$ cat config.mk
export PLATFORM = sky130hd
export DESIGN_NAME = if_fetch_stage
export DESIGN_NICKNAME = d
export VERILOG_FILES = /design/src/rtl/if_fetch_stage.sv
export SDC_FILE = /design/constraint.sdc
export NUM_CORES = 1
export LEC_CHECK = 0
export BUFFER_PORTS_ARGS = -buffer_cell sky130_fd_sc_hd__buf_2
export CAP_MARGIN = 30
export CORE_MARGIN = 5
export CORE_UTILIZATION = 35
export DETAILED_ROUTE_END_ITERATION = 16
export PLACE_DENSITY_LB_ADDON = 0.15
export SLEW_MARGIN = 20
export SYNTH_ARGS = -nofsm -noshare
export SYNTH_HDL_FRONTEND = slang
export SYNTH_SLANG_ARGS = --single-unit
$ cat constraint.sdc
create_clock -name clk -period 4.4 [get_ports clk]
set_input_delay 0.22 -clock clk [delete_from_list [all_inputs] [get_ports clk]]
set_output_delay 0.22 -clock clk [all_outputs]
set_load 0.005 [all_outputs]
$ cat src/rtl/if_fetch_stage.sv
// Instruction-fetch stage with IF/ID pipeline register: single-outstanding imem
// handshake, one-entry stall buffer, and squash of stale responses after redirect/reset.
module if_fetch_stage #(
   parameter logic [31:0] RESET_PC  = 32'h0000_0000,
   parameter int          IMEM_AW   = 10,
   parameter logic [31:0] NOP_INSTR = 32'h0000_0013
) (
   input  logic               clk,
   input  logic               reset,
   input  logic               stall,
   input  logic               flush,
   input  logic               redirect,
   input  logic [31:0]        redirect_pc,
   output logic               imem_req,
   output logic [IMEM_AW-1:0] imem_addr,
   input  logic               imem_ready,
   input  logic               imem_rvalid,
   input  logic [31:0]        imem_rdata,
   output logic [31:0]        instr,
   output logic [31:0]        pc_out,
   output logic [31:0]        pc_plus_4_out,
   output logic               if_id_valid
);

   typedef enum logic [1:0] {
      ST_FETCH = 2'd0,
      ST_WAIT  = 2'd1,
      ST_HOLD  = 2'd2
   } state_t;

   state_t      state, state_nx;
   logic [31:0] fetch_pc, fetch_pc_nx;
   logic [31:0] req_pc, req_pc_nx;
   logic [31:0] buf_instr, buf_instr_nx;
   logic [31:0] buf_pc, buf_pc_nx;
   logic [1:0]  drop_cnt, drop_nx;
   logic        live, live_nx;
   logic        accept, stale_rsp, live_rsp, squash, kill_live;

   // drop_cnt counts responses still owed for requests that were orphaned by a
   // redirect or reset; live marks that the newest outstanding request is wanted.
   assign imem_req  = (state == ST_FETCH) && reset;
   assign imem_addr = fetch_pc[IMEM_AW+1:2];
   assign accept    = imem_req && imem_ready;
   assign stale_rsp = imem_rvalid && (drop_cnt != 2'd0);
   assign live_rsp  = imem_rvalid && (drop_cnt == 2'd0) && live && (state == ST_WAIT);
   assign squash    = flush || redirect;
   assign kill_live = redirect && (((state == ST_FETCH) && accept) ||
                                   ((state == ST_WAIT) && live && !live_rsp));
   assign drop_nx   = drop_cnt - {1'b0, stale_rsp} + {1'b0, kill_live};
   assign req_pc_nx = accept ? fetch_pc : req_pc;

   // Next-state, fetch PC and hold-buffer logic
   always_comb begin
      state_nx     = state;
      fetch_pc_nx  = fetch_pc;
      live_nx      = live;
      buf_instr_nx = buf_instr;
      buf_pc_nx    = buf_pc;

      if (redirect) begin
         fetch_pc_nx = redirect_pc & ~32'd3;
         live_nx     = 1'b0;
      end else if (accept) begin
         fetch_pc_nx = fetch_pc + 32'd4;
         live_nx     = 1'b1;
      end else if (live_rsp) begin
         live_nx = 1'b0;
      end else begin
         live_nx = live;
      end

      case (state)
         ST_FETCH: begin
            if (accept) state_nx = ST_WAIT;
            else        state_nx = ST_FETCH;
         end
         ST_WAIT: begin
            if (live_rsp && stall && !squash) begin
               state_nx     = ST_HOLD;
               buf_instr_nx = imem_rdata;
               buf_pc_nx    = req_pc;
            end else if (live_rsp || (stale_rsp && !live)) begin
               state_nx = ST_FETCH;
            end else begin
               state_nx = ST_WAIT;
            end
         end
         ST_HOLD: begin
            if (squash || !stall) state_nx = ST_FETCH;
            else                  state_nx = ST_HOLD;
         end
         default: state_nx = ST_FETCH;
      endcase
   end

   // Fetch-side state registers; a reset turns every wanted request into a stale one
   always_ff @(posedge clk) begin
      if (!reset) begin
         state     <= ST_FETCH;
         fetch_pc  <= RESET_PC;
         req_pc    <= 32'd0;
         live      <= 1'b0;
         drop_cnt  <= drop_cnt + {1'b0, live}
                      - {1'b0, imem_rvalid && (live || (drop_cnt != 2'd0))};
         buf_instr <= 32'd0;
         buf_pc    <= 32'd0;
      end else begin
         state     <= state_nx;
         fetch_pc  <= fetch_pc_nx;
         req_pc    <= req_pc_nx;
         live      <= live_nx;
         drop_cnt  <= drop_nx;
         buf_instr <= buf_instr_nx;
         buf_pc    <= buf_pc_nx;
      end
   end

   // IF/ID pipeline register
   always_ff @(posedge clk) begin
      if (!reset) begin
         if_id_valid   <= 1'b0;
         instr         <= NOP_INSTR;
         pc_out        <= 32'd0;
         pc_plus_4_out <= 32'd0;
      end else if (squash) begin
         if_id_valid <= 1'b0;
         instr       <= NOP_INSTR;
      end else if (stall) begin
         if_id_valid   <= if_id_valid;
         instr         <= instr;
         pc_out        <= pc_out;
         pc_plus_4_out <= pc_plus_4_out;
      end else if (state == ST_HOLD) begin
         if_id_valid   <= 1'b1;
         instr         <= buf_instr;
         pc_out        <= buf_pc;
         pc_plus_4_out <= buf_pc + 32'd4;
      end else if (live_rsp) begin
         if_id_valid   <= 1'b1;
         instr         <= imem_rdata;
         pc_out        <= req_pc;
         pc_plus_4_out <= req_pc + 32'd4;
      end else begin
         if_id_valid <= 1'b0;
         instr       <= NOP_INSTR;
      end
   end

endmodule

**After elaboration in Yosys (flattened, before gate mapping)**

Cells that the tools add are included.

- Output and inout port bits: 108
- Bits in registers: 230
- Bits of input ports: 71

- Bitwise operators: 3
- Equality and inequality tests: 2
- Muxes and demuxes: 18
- Add/sub/neg operators: 7
- Reduce and logical (&&, ||, !) cells: 33

Operators with widths:

| kind | number |
|---|---|
| two-way mux 32 bit | 8 |
| adder 32 x 3 -> 32 bit (second input constant) | 3 |
| logical AND 1 bit | 14 |
| nonzero test 2 bit | 4 |
| two-way mux 1 bit | 6 |
| two-way mux 2 bit | 3 |
| one-hot mux 2 bit (3 select lines) | 1 |
| logical OR 1 bit | 5 |
| adder 2 x 1 -> 2 bit | 2 |
| zero test 1 bit | 4 |
| zero test 2 bit | 2 |
| OR reduction 2 bit | 2 |
| subtractor 2 x 1 -> 2 bit | 2 |
| NOT 1 bit | 3 |
| AND reduction 3 bit | 1 |
| == test 2 x 1 -> 1 bit (second input constant) | 1 |
| == test 2 bit (second input constant) | 1 |
| AND reduction 2 bit | 1 |

**Logic depth before layout (Yosys ltp)**

- Depth after elaboration: 10
- Gate-level depth with buffers: 16
- Gate-level depth less buffers: 11

**Worst setup path before layout**

OpenSTA, ideal clock, no wires.

- Path type: register -> register
- Start: register state[0]
- End: register pc_plus_4_out[30]
- Setup slack: 1.440 ns
- Arrival time: 2.836 ns
- Buffers on the path: 6
- Data required time: 4.275 ns
- Cell stages (with the launch flop): 17
- Clock period less this slack: 2.960 ns
- Cell sequence: dfxtp_1 nand2b_4 buf_12 buf_6 buf_4 buf_4 buf_4 nand2_1 nand2_1 ha_1 nand3_1 nor3_1 o211ai_1 clkbuf_1 nor4_1 xor2_1 o21ai_1

- Word-level cells in the longest chain between the ends: 4

Ends and longest elaborated chain:

| item | RTL line | source |
|---|---|---|
| start: declaration | 31 | `state_t state, state_nx;` |
| start signal: assignment | 109 | `state <= state_nx;` |
| == test 2 x 1 -> 1 bit | 46 | `assign live_rsp = imem_rvalid && (drop_cnt == 2'd0) && live && (state == ST_WAIT);` |
| logical AND 1 bit | 46 |  |
| nonzero test 2 bit (no source line) | -- |  |
| AND reduction 3 bit (no source line) | -- |  |
| end signal: assignment | 133 | `pc_plus_4_out <= pc_plus_4_out;` |
| end signal: assignment | 138 | `pc_plus_4_out <= buf_pc + 32'd4;` |
| end signal: assignment | 143 | `pc_plus_4_out <= req_pc + 32'd4;` |
| end: declaration | 21 | `output logic [31:0] pc_plus_4_out,` |

Several ways; a longest one is shown, not always the timed one.
A chain may end at the register's enable or synchronous reset.

**Worst setup path in the final report**

- Start: register state[1]
- End: register pc_plus_4_out[28]

Same word-level chain as after synthesis.

==> results.cfg <==
[outcome]
outcome = finished clean

[global_route]
antenna_found_initial = 0
grt_usage_pct = 16.83
grt_pass1_wl_um = 44400
grt_pass1_vias = 8224
grt_max_degree = 83
grt_overflow_total = 0

[route]
wl_met1_um = 14310
drtIter0Drc = 537
wl_met3_um = 1592
drtAntennaViolNets = 0
wl_met2_um = 11560
dr.pass1.iters = 4
wl_per_cell_um = 15.38
routed_wl_um = 27800
highest_layer = met4
viasPerCell = 4.924
vias = 8902
route.detailed.drc = 0

[clocking]
post_cts.repair.setup_buffers = 0
root_buffer = clkbuf_16
cts.sinks = 220
clkTransAtPathRegs_ps = 60
clockBufferDepth = 3
cts_max_level = 1
cts_tree = built
numCtsBuffers = 25
post_cts_resized = 0
clock_latency_ps = 520
cts-hold-fix-buffers = 54

[placement]
placed_cells_incl_taps = 1707
hpwl_um = 19250
gp_congestion = 0.7798
io_buffers = 172

[power]
irDropWorstVdd_mv = 0.2282
p_leak_nw = 4.773
p_per_area_nw_per_um2 = 362.2

[synth]
netlist_instances = 1243
synth.distinct_cells = 64
synthArstFlopShare_pct = 0
ys_seq_area_share_pct = 44.29
ys_seq_elements = 220
synth_warnings = 0
ys.flop_type = dfxtp_1
synth.avg_cell_area_sq_um = 7.999
syn-cell-area_sq_um = 9943
synth_edf_count = 0

[sta]
slew_viol_final = 0
relSlewSlack_pct = 36.72
setup_viol = 0
rsz0062_at_grt = no
worstMarginPinSlew_ps = 949.2
skew_ps = 14.62
clock.fmax_ghz = 0.3234
final_hold_viol_count = 0
hold-worst-slack_ps = 22.13
fin_crit_sh_pct = 70.27
period_needed_ps = 3092
finalSetupTns_ps = 0

[min_path]
holdPathStages = 3
holdCritPathClass = input port to flip-flop
hp-start = redirect_pc[28]
whs_endpoint = fetch_pc[28]

[critical_path]
r2r-start = state[1]
path_max_fanout = 20
worstPathRequired_ps = 4810
path_class = flip-flop to flip-flop
crit_path_end_kind = flip-flop
crit_arrival_ps = 3500
reg2reg_to = pc_plus_4_out[28]
regToRegSetupSlack_ps = 1310
r2r_cells = 11
crit_start = state[1]
cp-start-kind = flip-flop

[final_layout]
final_cell_mix = nand2_1, dfxtp_1, buf_2
area_growth_syn_to_layout_pct = 24.07
layout.nets = 1488
fillers = 2898
drive_gt1_share_pct = 17.97
final_common_cell = nand2_1
seqCellArea_sq_um = 4404
multiInputGateArea_sq_um = 5036
instances_no_fill = 1808
diodes = 0

[job]
drv_cap = 0

[floorplanning]
die_w_um = 178.6
dieArea_sq_um = 31880
placementRows = 61
pin_count = 179
die_h_um = 178.6
initial_core_util_pct = 35.60
core_sq_um = 27930
cell usage after synthesis, types with 22 or more instances:
library cell / n / area (sq um)
nand2_1: 271 / 1017
dfxtp_1: 220 / 4404
a21oi_1: 156 / 780.8
nor2_1: 120 / 450.4
clkbuf_1: 68 / 255.2
nand3_1: 46 / 230.2
o21ai_0: 35 / 175.2
mux2i_1: 34 / 340.3
a22oi_1: 29 / 217.7
a211oi_1: 26 / 195.2
xnor2_1: 25 / 219.0
xor2_1: 22 / 192.7
power breakdown:
group          total, mW  switching [mW]  internal [mW]
Sequential          2.08          0.0503           2.03
Combinational      0.303           0.163          0.140
Clock               2.08           0.817           1.26
Total               4.47            1.03           3.44
worst max-delay path, stage by stage (launching register included):
cell and delay (ps):
dfxtp_1 420, and2b_1 700, nand2_1 160, nand2_1 100
ha_1 290, nand3_1 110, nor3_1 140, o211ai_1 160
clkbuf_4 250, nor4_2 350, mux2i_1 110, a31o_1 190
worst max-delay path by stage:
stage,to,slack (ps),depth (start not counted)
floorplan,pc_plus_4_out[30],1440,16
global placement,pc_plus_4_out[28],1220,10
detailed placement,pc_plus_4_out[28],1170,10
CTS,pc_plus_4_out[28],1140,10
global route,pc_plus_4_out[28],1000,11
finish,pc_plus_4_out[28],1310,11
area by class of cell:
class | instances | share of cell area (%)
Clock inverter | 9 | 0.8012
Inverter | 7 | 0.2333
Multi-Input combinational cell | 914 | 40.82
Timing Repair Buffer | 243 | 12.69
Clock buffer | 37 | 5.923
Sequential cell | 220 | 35.70
Tap cell | 378 | 3.834
state kept, by name, indices dropped and copies added, names as in the netlist:
register / cells
instr: 32
buf_instr: 32
pc_out: 30
drop_cnt: 2
req_pc: 30
pc_plus_4_out: 30
fetch_pc: 30
live: 1
buf_pc: 30
state: 2
if_id_valid: 1
routing by layer:
layer | up-vias | global-route usage [%]
met3 | 30 | 2.798
met1 | 4077 | 26.07
met2 | 201 | 24.47
li1 | 4594 | -
met4 | 0 | 3.422
met5 | - | 0
logic make-up (layout without fill, tap and decap cells):
logic type / Yosys count / count (layout) / synth area share [%]
buffers and inverters: 112 / 296 / 5.247
other: 1 / 4 / 0.03771
muxes: 45 / 45 / 5.096
adders and majority gates: 6 / 6 / 0.7550
AOI/OAI and AO/OA: 282 / 282 / 16.70
and+or+nand+nor: 530 / 530 / 23.73
DFF: 220 / 220 / 44.29
xor gates and xnor gates: 47 / 47 / 4.140
stage by stage:
stage | cell area [sq um] | setup WS [ps] | total power [mW] | util [%]
after floorplan | 9955 | 1440 | 2.299 | -
after global placement | 10920 | 1216 | 2.389 | 39.09
after detailed placement | 10960 | 1169 | 2.396 | 39.23
after CTS | 12330 | 1142 | 4.535 | 44.14
after global routing | 12340 | 999.5 | 4.661 | 44.16
final | 12340 | 1308 | 4.468 | 44.16
No activity file was read; power rests on OpenSTA's default activity.
